<file path="config.mk">
export PLATFORM = sky130hd
export DESIGN_NAME = cpu_branch_target_buffer_flat
export DESIGN_NICKNAME = d
export VERILOG_FILES = /design/src/rtl/cpu_branch_target_buffer_if.sv /design/src/rtl/cpu_branch_target_buffer.sv /design/src/flat_wrapper.sv
export SDC_FILE = /design/constraint.sdc
export NUM_CORES = 2
export LEC_CHECK = 0
export BUFFER_PORTS_ARGS = -buffer_cell sky130_fd_sc_hd__buf_2
export CELL_PAD_IN_SITES_DETAIL_PLACEMENT = 1
export CELL_PAD_IN_SITES_GLOBAL_PLACEMENT = 2
export CORE_MARGIN = 2
export CORE_UTILIZATION = 51
export DETAILED_ROUTE_END_ITERATION = 7
export PLACE_DENSITY = 0.9
export SYNTH_ARGS = -nofsm -noshare
export SYNTH_HDL_FRONTEND = slang
export SYNTH_SLANG_ARGS = --single-unit
export TNS_END_PERCENT = 5
</file>
<file path="constraint.sdc">
create_clock -name clk -period 7.3 [get_ports clk]
set_clock_uncertainty 0.15 [all_clocks]
set_input_delay 1.46 -clock clk [delete_from_list [all_inputs] [get_ports clk]]
set_output_delay 1.46 -clock clk [all_outputs]
set_load 0.1 [all_outputs]
</file>
<file path="src/rtl/cpu_branch_target_buffer_if.sv">
// Fetch/execute-side bundle of the branch target buffer: lookup, prediction and training signals.
interface cpu_branch_target_buffer_if #(
    parameter int unsigned XLEN      = 32,
    parameter int unsigned GHR_WIDTH = 0
);
    localparam int unsigned HW = (GHR_WIDTH > 0) ? GHR_WIDTH : 1;

    logic            flush;
    logic [XLEN-1:0] addr;
    logic            hit;
    logic            taken;
    logic [XLEN-1:0] target;
    logic [HW-1:0]   hist;
    logic            update;
    logic [XLEN-1:0] update_addr;
    logic            update_taken;
    logic [XLEN-1:0] update_target;
    logic [HW-1:0]   update_hist;

    modport master (
        output flush, addr, update, update_addr, update_taken, update_target, update_hist,
        input  hit, taken, target, hist
    );

    modport slave (
        input  flush, addr, update, update_addr, update_taken, update_target, update_hist,
        output hit, taken, target, hist
    );
endinterface

</file>
<file path="src/rtl/cpu_branch_target_buffer.sv">
// Set-associative BTB: combinational hit/taken/target lookup, per-entry saturating counters,
// tree pseudo-LRU replacement and optional global-history index hashing.
module cpu_branch_target_buffer #(
    parameter int unsigned XLEN        = 32,
    parameter int unsigned CTR_WIDTH   = 2,
    parameter int unsigned BYTE_OFFSET = 2,
    parameter int unsigned SET_WIDTH   = 4,
    parameter int unsigned WAY_WIDTH   = 1,
    parameter int unsigned GHR_WIDTH   = 0
) (
    input  logic                       clk,
    input  logic                       rst,
    cpu_branch_target_buffer_if.slave  bus
);
    localparam int unsigned SETS      = 1 << SET_WIDTH;
    localparam int unsigned WAYS      = 1 << WAY_WIDTH;
    localparam int unsigned TAG_LSB   = BYTE_OFFSET + SET_WIDTH;
    localparam int unsigned TAG_WIDTH = XLEN - TAG_LSB;
    localparam int unsigned HW        = (GHR_WIDTH > 0) ? GHR_WIDTH : 1;
    localparam bit          HASH      = (GHR_WIDTH != 0);
    localparam logic [CTR_WIDTH-1:0] CTR_WEAK_T = {1'b1, {(CTR_WIDTH-1){1'b0}}};

    logic [WAYS-1:0]      valid_q [SETS];
    logic [WAYS-2:0]      plru_q  [SETS];
    logic [TAG_WIDTH-1:0] tag_q   [SETS][WAYS];
    logic [XLEN-1:0]      tgt_q   [SETS][WAYS];
    logic [CTR_WIDTH-1:0] ctr_q   [SETS][WAYS];
    logic [HW-1:0]        ghr_q, ghr_d;

    logic [SET_WIDTH-1:0] lk_set, up_set;
    logic [TAG_WIDTH-1:0] lk_tag, up_tag;
    logic                 lk_hit, up_hit, inv_any, wr_en;
    logic [WAY_WIDTH-1:0] lk_way, up_way, inv_way, plru_way, wr_way;
    logic [WAY_WIDTH-1:0] vnode, tnode;
    logic                 vbit, tbit;
    logic [WAYS-2:0]      plru_d;
    logic [CTR_WIDTH-1:0] ctr_cur, ctr_d;

    assign lk_set = bus.addr[TAG_LSB-1:BYTE_OFFSET] ^ (HASH ? SET_WIDTH'(ghr_q) : '0);
    assign lk_tag = bus.addr[XLEN-1:TAG_LSB];
    assign up_set = bus.update_addr[TAG_LSB-1:BYTE_OFFSET] ^ (HASH ? SET_WIDTH'(bus.update_hist) : '0);
    assign up_tag = bus.update_addr[XLEN-1:TAG_LSB];

    // Lookup path: tags are unique per set, so at most one way matches
    always_comb begin
        lk_hit = 1'b0;
        lk_way = '0;
        for (int unsigned w = 0; w < WAYS; w++) begin
            if (valid_q[lk_set][w] && (tag_q[lk_set][w] == lk_tag)) begin
                lk_hit = 1'b1;
                lk_way = WAY_WIDTH'(w);
            end
        end
    end

    assign bus.hit    = lk_hit;
    assign bus.taken  = lk_hit & ctr_q[lk_set][lk_way][CTR_WIDTH-1];
    assign bus.target = lk_hit ? tgt_q[lk_set][lk_way] : '0;
    assign bus.hist   = ghr_q;

    // Training path: match, victim choice, PLRU touch and counter step
    always_comb begin
        up_hit   = 1'b0;
        up_way   = '0;
        inv_any  = 1'b0;
        inv_way  = '0;
        plru_way = '0;
        vnode    = '0;
        vbit     = 1'b0;
        tnode    = '0;
        tbit     = 1'b0;
        for (int unsigned w = 0; w < WAYS; w++) begin
            if (valid_q[up_set][w] && (tag_q[up_set][w] == up_tag)) begin
                up_hit = 1'b1;
                up_way = WAY_WIDTH'(w);
            end
        end
        for (int w = int'(WAYS) - 1; w >= 0; w--) begin
            if (!valid_q[up_set][w]) begin
                inv_any = 1'b1;
                inv_way = WAY_WIDTH'(w);
            end
        end
        // Walk the tree from the root; node n has children 2n+1 (lower) and 2n+2 (upper)
        for (int unsigned l = 0; l < WAY_WIDTH; l++) begin
            vbit     = plru_q[up_set][vnode];
            plru_way = WAY_WIDTH'({plru_way, vbit});
            vnode    = WAY_WIDTH'({vnode, 1'b1}) + WAY_WIDTH'(vbit);
        end
        wr_way = up_hit ? up_way : (inv_any ? inv_way : plru_way);

        plru_d = plru_q[up_set];
        for (int unsigned l = 0; l < WAY_WIDTH; l++) begin
            tbit          = wr_way[WAY_WIDTH-1-l];
            plru_d[tnode] = ~tbit;
            tnode         = WAY_WIDTH'({tnode, 1'b1}) + WAY_WIDTH'(tbit);
        end

        ctr_cur = ctr_q[up_set][up_way];
        if (!up_hit)
            ctr_d = CTR_WEAK_T;
        else if (bus.update_taken)
            ctr_d = (ctr_cur == '1) ? ctr_cur : ctr_cur + CTR_WIDTH'(1);
        else
            ctr_d = (ctr_cur == '0) ? ctr_cur : ctr_cur - CTR_WIDTH'(1);

        wr_en = bus.update & ~bus.flush & (up_hit | bus.update_taken);
        ghr_d = HASH ? HW'({ghr_q, bus.update_taken}) : '0;
    end

    // Valid, PLRU and history state; flush drops the array write but history still shifts
    always_ff @(posedge clk or posedge rst) begin
        if (rst) begin
            for (int unsigned s = 0; s < SETS; s++) begin
                valid_q[s] <= '0;
                plru_q[s]  <= '0;
            end
            ghr_q <= '0;
        end else begin
            if (bus.flush) begin
                for (int unsigned s = 0; s < SETS; s++) begin
                    valid_q[s] <= '0;
                    plru_q[s]  <= '0;
                end
            end else if (wr_en) begin
                valid_q[up_set][wr_way] <= 1'b1;
                plru_q[up_set]          <= plru_d;
            end
            if (bus.update) ghr_q <= ghr_d;
        end
    end

    // Payload arrays carry no reset; the valid bits qualify them
    always_ff @(posedge clk) begin
        if (wr_en) begin
            tag_q[up_set][wr_way] <= up_tag;
            ctr_q[up_set][wr_way] <= ctr_d;
            if (bus.update_taken) tgt_q[up_set][wr_way] <= bus.update_target;
        end
    end

    logic unused_sink;
    assign unused_sink = ^{bus.addr, bus.update_addr, bus.update_hist};
endmodule

</file>
<file path="src/flat_wrapper.sv">
// flat-port wrapper written by rule: the top's interface ports become plain ports
module cpu_branch_target_buffer_flat 
#(
    parameter int unsigned XLEN        = 32,
    parameter int unsigned CTR_WIDTH   = 2,
    parameter int unsigned BYTE_OFFSET = 2,
    parameter int unsigned SET_WIDTH   = 4,
    parameter int unsigned WAY_WIDTH   = 1,
    parameter int unsigned GHR_WIDTH   = 0
)
  (clk, rst, bus_flush, bus_addr, bus_update, bus_update_addr, bus_update_taken, bus_update_target, bus_update_hist, bus_hit, bus_taken, bus_target, bus_hist);
  cpu_branch_target_buffer_if #(.XLEN(XLEN), .GHR_WIDTH(GHR_WIDTH)) bus_i ();
  input  logic clk;
  input  logic rst;
  input wire logic [$bits(bus_i.flush)-1:0] bus_flush;
  input wire logic [$bits(bus_i.addr)-1:0] bus_addr;
  input wire logic [$bits(bus_i.update)-1:0] bus_update;
  input wire logic [$bits(bus_i.update_addr)-1:0] bus_update_addr;
  input wire logic [$bits(bus_i.update_taken)-1:0] bus_update_taken;
  input wire logic [$bits(bus_i.update_target)-1:0] bus_update_target;
  input wire logic [$bits(bus_i.update_hist)-1:0] bus_update_hist;
  output wire logic [$bits(bus_i.hit)-1:0] bus_hit;
  output wire logic [$bits(bus_i.taken)-1:0] bus_taken;
  output wire logic [$bits(bus_i.target)-1:0] bus_target;
  output wire logic [$bits(bus_i.hist)-1:0] bus_hist;
  assign bus_i.flush = bus_flush;
  assign bus_i.addr = bus_addr;
  assign bus_i.update = bus_update;
  assign bus_i.update_addr = bus_update_addr;
  assign bus_i.update_taken = bus_update_taken;
  assign bus_i.update_target = bus_update_target;
  assign bus_i.update_hist = bus_update_hist;
  assign bus_hit = bus_i.hit;
  assign bus_taken = bus_i.taken;
  assign bus_target = bus_i.target;
  assign bus_hist = bus_i.hist;
  cpu_branch_target_buffer #(.XLEN(XLEN), .CTR_WIDTH(CTR_WIDTH), .BYTE_OFFSET(BYTE_OFFSET), .SET_WIDTH(SET_WIDTH), .WAY_WIDTH(WAY_WIDTH), .GHR_WIDTH(GHR_WIDTH)) u_core (.clk(clk), .rst(rst), .bus(bus_i));
endmodule
</file>
==> reports/results.ini <==
[floorplanning]
die_y_um = 411.6
initial_core_util = 0.5136
die_area_sq_mm = 0.1694
top_level_ports = 137
die_w_um = 411.6
core_sq_mm = 0.1650
rows = 149

[placement]
dpl.hpwl_um = 149400
routabilityCongestion = 0.8965
numPortBuffers = 130
dp_cells = 6247

[timing]
setup_viol = 0
worst_pin_slew_ns = 1.298
rsz0062_at_grt = no
max_freq_mhz = 137.5
fin_hold_ws_ns = 0.4037
tns_ns = 0
slew_violations = 0
period_needed_ns = 7.270
hold_viol = 0
fin_crit_sh = 0.9960
relSlewSlack = 0.1340

[cts]
cts_tree = done
htree_levels = 4
cts_buffers = 195
cts.clk_slew.worst_paths_ns = 0.06
clock-sinks = 1968
clockRootBuffer = clkbuf_16
clock_latency_ns = 0.87
cts_buffer_depth = 3
cts_setup_buffers = 0

[synth]
async_reset_ff_frac = 0.02439
synth_seq_area_share = 0.6946
synthDistinctLibCells = 81
avgSynthCellArea_sq_um = 21.43
synthFlopType = edfxtp_1
syn_area_sq_mm = 0.08474
synth_cells = 3954
synth_largest_area_cell = edfxtp_1
synth.net_count = 4056
synth_edf_count = 1920
netlist_top_cells_area = edfxtp_1 (68%), mux4_2 (21%), mux2i_1 (1.7%), dfrtp_1 (1.4%), xnor2_1 (0.69%)
yosysTopAreaCellShare = 0.6804
ys_seq_elements = 1968
yosysWarnings = 0

[setup_path]
cp-end-kind = primary output
reg2reg_slack_ns = 2.07
crit_path_top_delay_cell = mux4_2
crit_path_max_incr_delay_ns = 0.54
reg2reg_depth = 11
crit_start = bus_addr[2]
crit_top_cell = buf_12
cp_max_fo = 34
path_class = in -> out
critical_path_arrival_ns = 5.66
reg2reg_from = u_core.tag_q[12][23]
start_kind = input port
crit_cells = 12
critical_path.top_delay_family = multiplexers
reg2reg_to = u_core.ctr_q[11][3]
crit_path_cell_trace = buf_8, buf_12, buf_12, mux4_2, mux4_2, xnor2_1, nand4_1, nor4_2, nand4_1, buf_12, mux2_2, buf_12
cp.required_ns = 5.69
path_buf_inv = 5
crit_end = bus_target[15]

[global_route]
grt_pass1_wl_um = 382200
overflow = 0
antenna_found_initial = 22
grt_use_total = 0.3221
grt_max_degree = 122
grt_pass1_vias = 49720

[route]
vias_per_cell = 7.241
firstDrtPassIters = 6
drcViolationCount = 0
dr_wl_met3_um = 30120
wl_met2_um = 132400
via_count = 47860
ant_nets = 0
dr.max_layer_used = met5
initialDrtViolationCount = 7694
wl_per_cell_um = 40.95
routed_wirelength_um = 270700
wl_met1_um = 93580

[power_and_ir_drop]
p_sw_mw = 5.557
p_seq_frac = 0.512
swShare = 0.2290
power.share.clock = 0.422
leakage_nw = 30.84
ir_drop_mv = 0.2685
p_total_mw = 24.26
combPwrFrac = 0.066
powerDensity_mw_per_mm2 = 250.3
internal-power_mw = 18.70

[finish]
drive_gt1_frac = 0.3532
fillCellCount = 13700
final_util = 0.5875
final_cells = 6610
syn_to_final_growth_pct = 14.38
fin_nets = 4357

[hold_path]
hold_class = reg -> reg

[status]
status = complete, no violations

[flow_run]
cap_violations = 0

[registers in the layout, summed over array words and instances, names as in the netlist]
register	cells
u_core.tgt_q	1024
u_core.tag_q	832
u_core.ctr_q	64
u_core.valid_q	32
u_core.plru_q	16
[cells by family after synthesis]
family,share of synthesized area
other cells,0.00004425
simple gates,0.02284
compound gates,0.02169
mux,0.2335
xor+xnor,0.01065
flops,0.6946
buf+inv,0.01673
[per-layer routing]
metal | global-route usage | up-vias
met1 | 0.4203 | 25470
met4 | 0.1554 | 16
met5 | 0 | -
met2 | 0.5205 | 3979
li1 | - | 17570
met3 | 0.06744 | 826
[cell type report]
cell class / instances / area [sq um] / area share
sequential: 1968 / 58860 / 0.6072
multi-input combinational: 1685 / 24880 / 0.2566
clock buffer: 229 / 5039 / 0.05198
timing repair buffer: 361 / 3860 / 0.03982
tap: 2189 / 2739 / 0.02826
clock inverter: 124 / 1366 / 0.01410
inverter: 44 / 165.2 / 0.001704
antenna: 10 / 25.02 / 0.0002582
[cells in the mapped netlist, drive strengths merged, types with 3 or more instances]
cell and instances:
a21oi 12, nand2 69, nand3 24, a22oi 36, o21bai 3, and3 9, dfrtp 48, nor4b 3
a31oi 9, clkbuf 97, or3 3, xnor2 67, edfxtp 1920, o211ai 4, a2bb2oi 13, nand2b 36
mux2i 145, a211oi 7, nand4 17, mux2 46, nor3 26, buf 160, mux4 791, o21ai 12
o221ai 4, o31ai 19, and2 7, nor2 75, a311oi 3, inv 39, a221oi 11, or2 4
o2bb2ai 5, a22o 14, nor4 11, clkinv 5, o41ai 9, o22ai 35, nor3b 19, o2111ai 8
a2111oi 4, a211o 7, nor2b 52, xor2 36
[worst min-delay path by stage]
| stage | from | end | slack [ns] | cells after the start |
|---|---|---|---|---|
| finish | u_core.plru_q[8] | u_core.plru_q[8] | 0.40 | 2 |
| global route | u_core.plru_q[8] | u_core.plru_q[8] | 0.42 | 2 |
| CTS | u_core.plru_q[8] | u_core.plru_q[8] | 0.40 | 2 |
| detailed placement | u_core.valid_q[1] | u_core.valid_q[1] | 0.34 | 2 |
| global placement | u_core.valid_q[1] | u_core.valid_q[1] | 0.33 | 2 |
| floorplan | u_core.valid_q[1] | u_core.valid_q[1] | 0.31 | 2 |
[layout by cell type, fill, tap and decap left out, types with 46 or more instances in the layout]
master	netlist	layout
edfxtp_1	1920	1920
mux4_2	791	791
clkbuf_16	0	196
buf_4	17	159
mux2i_1	145	145
buf_12	0	106
buf_2	79	89
nand2_1	69	69
xnor2_1	67	67
clkinv_1	5	54
nor2b_1	52	50
dfrtp_1	48	48
mux2_2	46	46
[worst reg2reg max path, cell delays in order, from the launching register on]
cell	delay, ns
edfxtp_1	0.42
mux4_2	0.49
xnor2_1	0.14
o311a_1	0.28
or4b_1	0.54
nor3_1	0.42
buf_4	0.19
nor4bb_1	0.26
and4b_1	0.34
buf_4	0.24
mux2_2	0.37
a2bb2oi_2	1.00
[per-stage QoR]
| stage | instance area [sq um] | setup WS (ns) |
|---|---|---|
| floorplan | 84740 | 0.07460 |
| global placement | 90490 | 0.2216 |
| detailed placement | 90490 | 0.06964 |
| CTS | 96900 | 0.09295 |
| global route | 96920 | 0.03692 |
| finish | 96930 | 0.02952 |
[power groups by stage]
| stage | Sequential, mW | Clock (mW) | Combinational, mW |
|---|---|---|---|
| 4_1_cts | 12.4 | 10.3 | 1.57 |
| 6_report | 12.4 | 10.2 | 1.60 |
| 3_3_place_gp | 12.7 | 0 | 1.50 |
| 3_5_place_dp | 12.7 | 0 | 1.54 |
| 5_1_grt | 12.4 | 10.7 | 1.65 |
| 2_1_floorplan | 12.7 | 0 | 0.927 |
[what timing repair did]
action	4_1_cts	5_1_grt
resized for setup	1	0
hold buffers	0	0
setup endpoints to repair	1	0
(Power assumes the default switching activity.)
